<file path="src/rtl/btn_debounce.sv">
// Per-channel button debouncer: 2-flop synchronizer, shared prescaler tick,
// four-state qualification FSM and registered level / rise / fall outputs.
module btn_debounce #(
   parameter int unsigned W         = 2,
   parameter int unsigned TICK_BITS = 19,
   parameter int unsigned CONFIRM   = 3
) (
   input  logic         clk,
   input  logic         reset,
   input  logic [W-1:0] btn_in,
   output logic [W-1:0] db_level,
   output logic [W-1:0] db_rise,
   output logic [W-1:0] db_fall
);

   localparam int unsigned CNT_W    = 4;
   localparam logic [CNT_W-1:0] CNT_LAST = CNT_W'(CONFIRM - 1);

   typedef enum logic [1:0] {
      ZERO  = 2'd0,
      WAIT1 = 2'd1,
      ONE   = 2'd2,
      WAIT0 = 2'd3
   } state_e;

   logic [W-1:0]         sync1_q, sync1_d;
   logic [W-1:0]         sync2_q, sync2_d;
   logic [TICK_BITS-1:0] presc_q, presc_d;
   state_e               state_q [W];
   state_e               state_d [W];
   logic [CNT_W-1:0]     cnt_q   [W];
   logic [CNT_W-1:0]     cnt_d   [W];
   logic [W-1:0]         db_level_q, db_level_d;
   logic [W-1:0]         db_rise_q, db_rise_d;
   logic [W-1:0]         db_fall_q, db_fall_d;
   logic                 m_tick;

   assign m_tick   = &presc_q;
   assign db_level = db_level_q;
   assign db_rise  = db_rise_q;
   assign db_fall  = db_fall_q;

   // State register: synchronizer, prescaler, FSMs and output flops.
   always_ff @(posedge clk) begin
      if (reset) begin
         sync1_q    <= '0;
         sync2_q    <= '0;
         presc_q    <= '0;
         db_level_q <= '0;
         db_rise_q  <= '0;
         db_fall_q  <= '0;
         for (int unsigned i = 0; i < W; i++) begin
            state_q[i] <= ZERO;
            cnt_q[i]   <= '0;
         end
      end else begin
         sync1_q    <= sync1_d;
         sync2_q    <= sync2_d;
         presc_q    <= presc_d;
         db_level_q <= db_level_d;
         db_rise_q  <= db_rise_d;
         db_fall_q  <= db_fall_d;
         for (int unsigned i = 0; i < W; i++) begin
            state_q[i] <= state_d[i];
            cnt_q[i]   <= cnt_d[i];
         end
      end
   end

   // Next-state logic; an input change always beats a coincident tick.
   always_comb begin
      sync1_d = btn_in;
      sync2_d = sync1_q;
      presc_d = presc_q + TICK_BITS'(1);
      for (int unsigned i = 0; i < W; i++) begin
         state_d[i] = state_q[i];
         cnt_d[i]   = cnt_q[i];
         case (state_q[i])
            ZERO: begin
               if (sync2_q[i]) begin
                  state_d[i] = WAIT1;
                  cnt_d[i]   = '0;
               end
            end
            WAIT1: begin
               if (!sync2_q[i]) begin
                  state_d[i] = ZERO;
               end else if (m_tick) begin
                  if (cnt_q[i] == CNT_LAST) state_d[i] = ONE;
                  else                      cnt_d[i]   = cnt_q[i] + CNT_W'(1);
               end
            end
            ONE: begin
               if (!sync2_q[i]) begin
                  state_d[i] = WAIT0;
                  cnt_d[i]   = '0;
               end
            end
            WAIT0: begin
               if (sync2_q[i]) begin
                  state_d[i] = ONE;
               end else if (m_tick) begin
                  if (cnt_q[i] == CNT_LAST) state_d[i] = ZERO;
                  else                      cnt_d[i]   = cnt_q[i] + CNT_W'(1);
               end
            end
            default: begin
               state_d[i] = ZERO;
               cnt_d[i]   = '0;
            end
         endcase
      end
   end

   // Output logic: level follows the upcoming state so it lands with the state change.
   always_comb begin
      db_level_d = '0;
      for (int unsigned i = 0; i < W; i++) begin
         db_level_d[i] = (state_d[i] == ONE) || (state_d[i] == WAIT0);
      end
      db_rise_d = db_level_d & ~db_level_q;
      db_fall_d = ~db_level_d & db_level_q;
   end

endmodule

</file>
<file path="config.mk">
export PLATFORM = sky130hd
export DESIGN_NAME = btn_debounce
export DESIGN_NICKNAME = d
export VERILOG_FILES = /design/src/rtl/btn_debounce.sv
export SDC_FILE = /design/constraint.sdc
export NUM_CORES = 1
export LEC_CHECK = 0
export BUFFER_PORTS_ARGS = -buffer_cell sky130_fd_sc_hd__buf_2
export CAP_MARGIN = 20
export CORE_ASPECT_RATIO = 1.75
export CORE_MARGIN = 4
export CORE_UTILIZATION = 45
export DETAILED_ROUTE_END_ITERATION = 8
export GPL_TIMING_DRIVEN = 0
export MAX_ROUTING_LAYER = met4
export PLACE_DENSITY = 0.61
export SLEW_MARGIN = 20
export SYNTH_ARGS = -nofsm -noshare
export SYNTH_HDL_FRONTEND = slang
export SYNTH_SLANG_ARGS = --single-unit
export TNS_END_PERCENT = 100
</file>
<file path="constraint.sdc">
create_clock -name clk -period 3.7 [get_ports clk]
set_clock_uncertainty 0.1 [all_clocks]
set_input_delay 0.74 -clock clk [delete_from_list [all_inputs] [get_ports clk]]
set_output_delay 0.74 -clock clk [all_outputs]
set_load 0.03 [all_outputs]
</file>
==> out/qor.txt <==
Setup crit start kind - flip-flop
static leakage - 0.684 nW
vias in the first global route - 1453
Min Hold Slack - 0.343 ns
first-pass GRT wire length - 6410 um
placed instance area - 1880 um^2
Worst Hold Path Cells - 1
HP Start - sync1_q[1]$_SDFF_PP0_
Req. time, crit path - 3.82 ns
drt first pass iters - 4
Worst Reg-to-Reg Cells - 5
synth top area cells - dfxtp_1 45%, xor2_1 4.9%, a21oi_1 3.7%
minimum clock period - 2.36 ns
fin crit share - 63.7%
Primary FF master, synth - dfxtp_1
worst min path class - flip-flop to flip-flop
core area - 3830 um^2
post-synth top area cell - dfxtp_1
R2R Path Start - presc_q[0]$_SDFF_PP0_
Max-Cap Viols - 0
ys async rst share - 0%
Syn Area/Cell - 9.39 um^2
die width - 55.5 um
Global Route met3 Usage - 4.13%
# diodes - 0
DRC - 0
Fin. Hold Viols - 0
layout cells sized above 1 - 10.7%
crit path max fanout - 6
status - finished, final reports clean
met2 Usage GRT - 28.3%
met1 Track Usage GR - 16.9%
Slew headroom - 52.0%
number of synthesized flops with an enable pin - 0
RePlAce Congestion - 0.753
max-slew violations - 0
clk sinks - 40
R2R Path End - cnt_q[0][1]$_SDFFE_PP0P_
root buf cell - clkbuf_8
Yosys reg bits - 40
die area - 5050 um^2
yosys warns - 0
Area growth, synth to finish - 11.6%
nets - 214
global route hottest layer - met2
Worst setup EP type - flip-flop
Worst-path clk slew - 0.08 ns
Yosys top cell area share - 45.1%
Via Count - 1467
Least-Margin Pin Slew - 0.713 ns
design area - 1980 um^2
routed wire length - 3640 um
cell count after synthesis - 189
Total Routing Usage GR - 16.1%
Distinct cells, synth - 43
Initial DRC Count - 36
Post-DP HPWL - 2700 um
largest net degree at the start of global routing - 13
CTS tree - yes
antenna violations before repair - 0
Post-CTS Setup Bufs - 0
worst path arrival time - 2.48 ns
FF-to-FF setup slack - 1.34 ns
Hold Buf Count CTS - 0
vias per cell - 5.78
H-tree Lvls - 2
sequential-to-total area share from yosys stat - 45.1%
WHS Endpoint - sync2_q[1]$_SDFF_PP0_
initial core utilization - 46.4%
syn nets - 198
RSZ-0062 raised after global routing - no
Worst Setup Path Type - flip-flop to flip-flop
Mapped Area - 1780 um^2
die height - 91.1 um
Final TNS setup - 0 ns
Ports - 10
total gr overflow - 0
Max clock buf depth - 2
Fmax achieved - 0.424 GHz
PD cells - 385 nW/um^2
PortBufs - 9
Final ANT Viol Nets - 0
post-CTS sizing - 0
clock latency on the worst-skew pair - 0.29 ns
# setup viols final - 0
VDD IR max - 0.245 mV
Rows - 30
DR WL/cell - 14.3 um
number of buffers created by CTS - 5
## kinds of logic after synthesis
logic type | count (synthesis) | share of synthesized area, %
AO/OA/AOI/OAI | 35 | 12.8
flip-flops | 40 | 45.1
XOR/XNOR | 16 | 7.89
adder cells (fa/ha/maj) | 5 | 3.52
buffers and inverters | 17 | 4.23
AND/OR/NAND/NOR | 76 | 26.4
## final cells by class
class / instances / area [um^2]
tap: 48 / 60.1
multi-input combinational: 132 / 906
inverter: 8 / 30.0
buffer: 9 / 45.0
clock buffer: 7 / 86.3
clock inverter: 1 / 7.51
sequential: 40 / 801
fill: 379 / 1850
timing repair buffer: 9 / 45.0
## stage by stage
step | instances | power [mW] | worst slack, ns | util, %
6_report | 254 | 0.762 | 1.34 | 51.7
5_1_grt | 254 | 0.794 | 1.12 | 51.7
4_1_cts | 254 | 0.773 | 1.23 | 51.6
3_5_place_dp | 246 | 0.471 | 1.25 | 49.1
3_3_place_gp | 246 | 0.470 | 1.36 | 49.1
2_1_floorplan | 189 | 0.464 | 1.61 | -
## per-layer routing
layer  vias up  part of all wire (%)
met5         -                     0
met4         0                   1.4
met3         5                   2.7
met2        20                    53
met1       713                    43
li1        729                     -
## synth_stat cells, types with 2 or more instances
cell / instances
xnor2_1: 6
and4_1: 4
dfxtp_1: 40
nand3_1: 10
and3_1: 2
o21ai_0: 5
nor2b_1: 5
nand2_1: 5
inv_1: 8
nor4b_1: 3
a21oi_1: 13
o211ai_1: 4
or4_1: 7
or3_1: 2
nor2_1: 16
nand4_1: 10
xor2_1: 10
clkbuf_1: 6
ha_1: 5
o31ai_1: 5
## cells in the final DEF (no fill, tap or decap), types with 2 or more instances in the layout
cell type	instances
dfxtp_1	40
xor2_1	10
xnor2_1	6
or4_1	7
a21oi_1	13
o31ai_1	5
ha_1	5
nand2_1	5
clkbuf_1	7
o21ai_0	5
and3_1	2
nand4_1	10
nor2b_1	5
or3_1	2
buf_2	9
nor4b_1	3
inv_1	8
clkbuf_8	6
o211ai_1	4
nor2_1	16
and4_1	4
nand3_1	10
## worst max-delay path by stage
stage,startpoint,end,slack [ns]
2_1_floorplan,presc_q[0]$_SDFF_PP0_,cnt_q[0][0]$_SDFFE_PP0P_,1.61
3_3_place_gp,presc_q[0]$_SDFF_PP0_,cnt_q[0][0]$_SDFFE_PP0P_,1.36
3_5_place_dp,presc_q[8]$_SDFF_PP0_,db_fall[0]$_SDFF_PP0_,1.25
4_1_cts,presc_q[8]$_SDFF_PP0_,db_fall[0]$_SDFF_PP0_,1.23
5_1_grt,presc_q[0]$_SDFF_PP0_,cnt_q[0][1]$_SDFFE_PP0P_,1.12
6_report,presc_q[0]$_SDFF_PP0_,cnt_q[0][1]$_SDFFE_PP0P_,1.34
## critical path: stages (launching register included)
cell and delay, ns:
dfxtp_1 0.37, ha_1 0.22, nand3_1 0.23, or4_1 0.69
or4b_1 0.52, o21ai_0 0.16
## power breakdown
part	switching (mW)	leakage [nW]	total [mW]	internal, mW
Combinational	0.0126	0.316	0.0208	0.00822
Clock	0.150	0.0445	0.301	0.152
Sequential	0.00419	0.324	0.440	0.436
## flip-flops by register name, indices dropped and copies added (netlist names)
| name | count |
|---|---|
| cnt_q | 8 |
| db_fall | 2 |
| db_level | 2 |
| db_rise | 2 |
| presc_q | 19 |
| state_q | 3 |
| sync1_q | 2 |
| sync2_q | 2 |
(Power assumes the default switching activity.)
